<file path="config.mk">
export PLATFORM = sky130hd
export DESIGN_NAME = serial_adder
export DESIGN_NICKNAME = d
export VERILOG_FILES = /design/src/rtl/serial_adder_pkg.sv /design/src/rtl/serial_adder_digit_adder.sv /design/src/rtl/serial_adder.sv
export SDC_FILE = /design/constraint.sdc
export NUM_CORES = 1
export LEC_CHECK = 0
export CORE_MARGIN = 2
export CORE_UTILIZATION = 49
export CTS_BUF_LIST = sky130_fd_sc_hd__clkbuf_2 sky130_fd_sc_hd__clkbuf_4 sky130_fd_sc_hd__clkbuf_8
export CTS_CLUSTER_DIAMETER = 150
export CTS_CLUSTER_SIZE = 10
export DETAILED_ROUTE_END_ITERATION = 16
export HOLD_SLACK_MARGIN = 0.1
export PLACE_DENSITY = 0.88
export REMOVE_ABC_BUFFERS = 1
export SYNTH_ARGS = -nofsm -noshare
export SYNTH_HDL_FRONTEND = slang
export SYNTH_SLANG_ARGS = --single-unit
</file>
<file path="constraint.sdc">
create_clock -name clk -period 1.99 [get_ports clk]
set_input_delay 0.398 -clock clk [delete_from_list [all_inputs] [get_ports clk]]
set_output_delay 0.398 -clock clk [all_outputs]
set_load 0.01 [all_outputs]
</file>
<file path="src/rtl/serial_adder_pkg.sv">
// Shared types and configuration checks for the multi-cycle serial adder.
// Imported by the top and the digit adder.
package serial_adder_pkg;

  typedef enum logic {
    IDLE = 1'b0,
    RUN  = 1'b1
  } state_t;

  // Legal when the operand splits into a whole number of digits.
  function automatic bit digit_cfg_ok(input int width, input int digit);
    return (digit >= 1) && (digit <= width) && ((width % digit) == 0);
  endfunction

endpackage

</file>
<file path="src/rtl/serial_adder_digit_adder.sv">
// Combinational DIGIT-bit ripple adder with carry in/out; the reusable
// building block that the serial adder iterates over.
module digit_adder
  import serial_adder_pkg::*;
#(
  parameter int DIGIT = 4
) (
  input  logic [DIGIT-1:0] x,
  input  logic [DIGIT-1:0] y,
  input  logic             ci,
  output logic [DIGIT-1:0] s,
  output logic             co
);

  assign {co, s} = {1'b0, x} + {1'b0, y} + {{DIGIT{1'b0}}, ci};

endmodule

</file>
<file path="src/rtl/serial_adder.sv">
// Serial adder: sums a + b + cin over WIDTH/DIGIT clocks using one digit adder.
// Handshake: start is taken only in IDLE; busy is high during RUN; done pulses
// for one cycle on the edge that updates sum/carry, which otherwise hold.
module serial_adder
  import serial_adder_pkg::*;
#(
  parameter int WIDTH = 16,
  parameter int DIGIT = 4
) (
  input  logic             clk,
  input  logic             rst,
  input  logic             start,
  input  logic [WIDTH-1:0] a,
  input  logic [WIDTH-1:0] b,
  input  logic             cin,
  output logic             busy,
  output logic             done,
  output logic [WIDTH-1:0] sum,
  output logic             carry
);

  localparam int NUM_DIGITS = WIDTH / DIGIT;
  localparam int CW = $clog2(NUM_DIGITS) + 1;
  localparam logic [CW-1:0] LAST = CW'(NUM_DIGITS - 1);

  if (!digit_cfg_ok(WIDTH, DIGIT)) begin : g_bad_cfg
    $error("serial_adder: DIGIT must divide WIDTH and lie in 1..WIDTH");
  end

  state_t           state;
  logic [WIDTH-1:0] a_sh;
  logic [WIDTH-1:0] b_sh;
  logic [WIDTH-1:0] acc;
  logic             c;
  logic [CW-1:0]    cnt;

  logic [DIGIT-1:0] dig;
  logic             cout;
  logic [WIDTH-1:0] dig_ext;
  logic [WIDTH-1:0] acc_next;

  digit_adder #(.DIGIT(DIGIT)) u_digit (
    .x  (a_sh[DIGIT-1:0]),
    .y  (b_sh[DIGIT-1:0]),
    .ci (c),
    .s  (dig),
    .co (cout)
  );

  // New digit enters at the top so the LSB digit ends up at bit 0 after N steps.
  assign dig_ext  = WIDTH'(dig);
  assign acc_next = (acc >> DIGIT) | (dig_ext << (WIDTH - DIGIT));
  assign busy     = (state == RUN);

  always_ff @(posedge clk or posedge rst) begin
    if (rst) begin
      state <= IDLE;
      a_sh  <= '0;
      b_sh  <= '0;
      acc   <= '0;
      c     <= 1'b0;
      cnt   <= '0;
      done  <= 1'b0;
      sum   <= '0;
      carry <= 1'b0;
    end else begin
      done <= 1'b0;
      case (state)
        IDLE: begin
          if (start) begin
            a_sh  <= a;
            b_sh  <= b;
            c     <= cin;
            cnt   <= '0;
            state <= RUN;
          end
        end
        RUN: begin
          a_sh <= a_sh >> DIGIT;
          b_sh <= b_sh >> DIGIT;
          acc  <= acc_next;
          c    <= cout;
          cnt  <= cnt + CW'(1);
          if (cnt == LAST) begin
            sum   <= acc_next;
            carry <= cout;
            done  <= 1'b1;
            state <= IDLE;
          end
        end
        default: state <= IDLE;
      endcase
    end
  end

endmodule

</file>
; Word-level counts from Yosys, hierarchy flattened
; Cells that the tools add are included.
[totals]
output_inout_bits = 19
register_bits = 71
wordCells = 30
[classes]
n_mux = 13
eq_ne = 2
reduce_logical = 1
add_sub_neg = 3
bitwise_logic = 2
[op_table]
columns = op, n
row1 = 16-bit case mux with 2 select lines, 2
row2 = 16-bit two-way mux, 2
row3 = 12-bit by 16-bit OR with 16-bit output, 1
row4 = 3-bit case mux with 2 select lines, 1
row5 = 4-bit by 4-bit adder with 5-bit output, 1
row6 = 5-bit by 1-bit adder with 5-bit output, 1
row7 = 1-bit two-way mux, 5
row8 = 1-bit case mux with 2 select lines, 2
row9 = "3-bit by 1-bit adder with 3-bit output, second input constant", 1
row10 = "3-bit by 2-bit equality test with 1-bit output, second input constant", 1
row11 = 3-bit two-way mux, 1
row12 = "2-bit != test, second input constant", 1
row13 = 2-bit AND reduction, 1
row14 = 1-bit inverter, 1

; Logic depth before layout (Yosys ltp)
[logic_depth]
ltp_word = 3
ltp_mapped = 6
mapped_depth_nobuf = 6

; By module
; Synthesis repeated with hierarchy kept, for this count alone.
[hier_totals]
hier_cells = 230
hier_area_um2 = 2907.8
[by_module_without_submodules]
columns = module, area_per_inst_um2, seq_area_each_um2, n_inst, cells_each
row1 = serial_adder, 2763.9, 1676.6, 1, 214
row2 = digit_adder, 143.9, 0.0, 1, 16

; Worst setup path after synthesis
; OpenSTA, ideal clock, no wires.
[synth_path]
path_kind = reg2reg
start = register cnt[0]
end = register sum[0]
arrival_time_ps = 1412
n_path_buf = 1
period_less_slack_ps = 1537
path_stages_with_launch = 6
slack_ps = 453
required_time_ps = 1865
cell_sequence = dfrtp_1 ha_1 ha_1 nand2_1 buf_2 mux2_2
[synth_via]
elab_chain_len = 2
[synth_lines]
columns = element, line
row1 = from (decl), serial_adder.sv:35  ; logic [CW-1:0] cnt;
row2 = from (signal assigned), serial_adder.sv:83  ; cnt <= cnt + CW'(1);
row3 = 3-bit by 2-bit equality test with 1-bit output, serial_adder.sv:84  ; if (cnt == LAST) begin
row4 = 2-bit AND reduction (no line), --
row5 = to (signal assigned), serial_adder.sv:85  ; sum <= acc_next;
row6 = to (decl), serial_adder.sv:18  ; output logic [WIDTH-1:0] sum,
; Every way passes these cells.
; A chain may end at the register's enable or synchronous reset.

; Worst setup path after layout
[layout_path]
start = register state (netlist: busy)
end = output port busy
[layout_rtl]
columns = element, line
row1 = from (decl), serial_adder.sv:30  ; state_t state;
row2 = from (signal assigned), serial_adder.sv:57  ; state <= IDLE;
row3 = from (signal assigned), serial_adder.sv:75  ; state <= RUN;
row4 = from (signal assigned), serial_adder.sv:88  ; state <= IDLE;
row5 = to (decl), serial_adder.sv:16  ; output logic busy,
; No word-level cell between the ends.

==> flow_summary_export.csv <==
group,metric,value,unit
global_routing,grt_pass1_wl,8830,µm
power_and_ir_drop,sequentialPowerShare,0.426,
sta,rsz0062_at_grt,"no",
floorplanning,die_x,82.2,µm
yosys,synth_seq_area_share,0.560,
global_routing,grt_overflow_total,0,
cts,clk_pin_slew,0.07,ns
setup_path,r2r_slack,0.33,ns
floorplanning,coreArea,5920,µm²
routing,met2WireLength,2630,µm
setup_path,timing.rr.end,"carry",
floorplanning,start_util,0.506,
routing,dr.max_layer_used,"met4",
sta,clock_skew,0.00836,ns
final_layout,multi_input_area,1170,µm²
routing,wl_met3,212,µm
global_routing,antenna_found_initial,0,
final_layout,final_cell_mix,"dfrtp_1 (66), clkdlybuf4s50_1 (53), mux2i_1 (33)",
routing,met1_length,2340,µm
yosys,synth_edf_count,0,
placement,gp_congestion,0.713,
yosys,synth_cell_types,32,
routing,first_iter_violations,85,
setup_path,critPathMaxStageDelay,0.61,ns
placement,hpwlAfterDp,3600,µm
routing,routedWlPerCell,13.8,µm
power_and_ir_drop,worst_ir_drop_vdd,773,µV
setup_path,critical_path.cell_chain,"clkdlybuf4s50_1",
final_layout,drive_above_1_share,0.164,
setup_path,cp_num_cells,1,
yosys,syn_area,2990,µm²
setup_path,crit_path_start_kind,"flop",
setup_path,required,1.59,ns
floorplanning,ios,55,
setup_path,worstReg2RegStart,"c",
cts,worstSkewPairLatency,0.33,ns
sta,tightest_slew,0.384,ns
yosys,synth_largest_area_cell,"dfrtp_1",
routing,drc,0,
cts,cts_made_buffers,9,
placement,io_buffers,54,
global_routing,grt_max_degree,68,
routing,vias,1977,
worst_hold_path,hold_class,"primary input to async pin",
yosys,yosys_most_used_dff,"dfrtp_1",
final_layout,register_area,1680,µm²
setup_path,critPathArrivalTime,1.46,ns
setup_path,critPathSlowestCell,"clkdlybuf4s50_1",
final_layout,design_area,3760,µm²
final_layout,syn_to_final_growth,25.4,%
power_and_ir_drop,intPower,0.00360,W
routing,dr.pass1.iters,6,
run_status,outcome,"finished, final reports clean",
floorplanning,dieArea,6750,µm²
power_and_ir_drop,pwr-share-comb,0.381,
sta,period_share,0.932,
yosys,synth_area_leaders,"dfrtp_1 (56%), mux2i_1 (11%), mux2_2 (8.7%)",
final_layout,diodes,0,
final_layout,final_common_cell,"dfrtp_1",
sta,fmax,0.539,GHz
setup_path,crit_fanout,15,
global_routing,grt_pass1_vias,1969,
final_layout,final_util,0.634,
routing,antenna_left,0,
cts,cts_resized,0,
placement,placed_cell_area,3570,µm²
yosys,syn-instance-count,245,
sta,timing_hold_violations_final,0,
yosys,ys_warn_count,0,
setup_path,setup.worst_path.start,"busy",
routing,drt-vias-per-instance,5.20,
yosys,async_reset_ff_frac,1.00,
floorplanning,row_count,28,
setup_path,path_class,"flop to output port",
final_layout,fin_nets,343,
power_and_ir_drop,switching_share,0.327,
setup_path,reg2regPathDepth,6,
setup_path,path_delay_family,"buffers and inverters",
sta,setup_viol,0,
cts,cts_htree_levels,3,
cts,cts_tree,"yes",
setup_path,cp-end-kind,"output port",
cts,cts.sinks,67,
power_and_ir_drop,clockPowerShare,0.192,
sta,slew_violations,0,
global_routing,track_usage,0.174,
yosys,syn_area_per_cell,12.2,µm²
power_and_ir_drop,power_density,1420,nW/µm²
power_and_ir_drop,power_leakage,1.74,nW
setup_path,cp-endpoint,"busy",
sta,setup_tns,0,ns
final_layout,n_fill_cell,477,
yosys,ys_seq_elements,67,
floorplanning,fp.dieH,82.2,µm
cts,cts_hold_buf,0,
cts,post-cts-setup-buffers,0,
setup_path,critPathBufInv,1,
job,drv_cap,0,
yosys,yosys.area.top_type_share,0.560,
power_and_ir_drop,power_switching,0.00175,W
sta,slew_headroom,0.744,
routing,wirelength,5230,µm
cts,clockRootBuffer,"clkbuf_8",
cts,cts.path.max_buffers,2,
sta,period_minus_slack,1.85,ns
## through the flow
| stage | std cells | hold slack (ns) | setup slack, ns | power (W) |
|---|---|---|---|---|
| after global placement | 364 | 0.465 | 0.382 | 0.00423 |
| after floorplan | 230 | 0.452 | -1.23 | 0.00356 |
| after global routing | 380 | 0.509 | 0.0406 | 0.00577 |
| after detailed placement | 364 | 0.469 | 0.348 | 0.00437 |
| after CTS | 380 | 0.477 | 0.110 | 0.00541 |
| final | 380 | 0.469 | 0.135 | 0.00535 |
## how the worst min path moves through the flow
stage | from | endpoint | slack, ns | cells past startpoint
after floorplan | a_sh[14] | a_sh[10] | 0.45 | 2
after global placement | b_sh[7] | b_sh[3] | 0.47 | 2
after detailed placement | a_sh[12] | a_sh[8] | 0.47 | 2
after CTS | rst | sum[0] | 0.48 | 3
after global routing | rst | acc[4] | 0.51 | 3
final | rst | sum[0] | 0.47 | 3
## metal layers
layer | GRT usage | vias up
met5 | 0 | -
met4 | 0.0650 | 0
met3 | 0.0543 | 6
met2 | 0.294 | 48
met1 | 0.208 | 966
li1 | - | 957
## synth_stat cells (2+ instances only)
cell type	number
fa_1	2
o21ai_1	18
nand2b_1	4
buf_4	2
clkbuf_1	2
inv_1	7
mux2_1	2
dfrtp_1	67
nor2_1	12
o21ai_0	9
mux2_2	23
nand2_1	30
ha_1	5
mux2i_1	33
buf_2	5
buf_6	6
a21oi_1	3
## flip-flops by register name (all words and copies together) (netlist names)
register and flops:
a_sh 16, b_sh 16, sum 16, acc 12
cnt 3, busy 1, c 1, carry 1
done 1
## power by group through the flow
stage	Combinational (W)	Clock, W	Sequential [W]
after detailed placement	0.00206	0	0.00231
after global routing	0.00230	0.00112	0.00235
after CTS	0.00207	0.00105	0.00229
after floorplan	0.00115	0	0.00241
final	0.00204	0.00103	0.00228
after global placement	0.00197	0	0.00227
## kinds of logic (layout without fill, tap and decap cells)
| group | after synthesis | after routing | share of synthesized area |
|---|---|---|---|
| AOI/OAI and AO/OA | 37 | 37 | 0.0715 |
| xor gates and xnor gates | 1 | 1 | 0.00293 |
| adders and majority gates | 7 | 7 | 0.0343 |
| buffers and inverters | 23 | 83 | 0.0485 |
| DFF | 67 | 67 | 0.560 |
| muxes | 58 | 58 | 0.204 |
| and+or+nand+nor | 52 | 52 | 0.0786 |
## layout make-up
type | instances | area share
tap | 75 | 0.0250
timing repair buffer | 59 | 0.159
sequential | 67 | 0.447
clock buffer | 14 | 0.0463
clock inverter | 2 | 0.00266
inverter | 8 | 0.00799
multi-input combinational | 155 | 0.312
(Power assumes the default switching activity.)
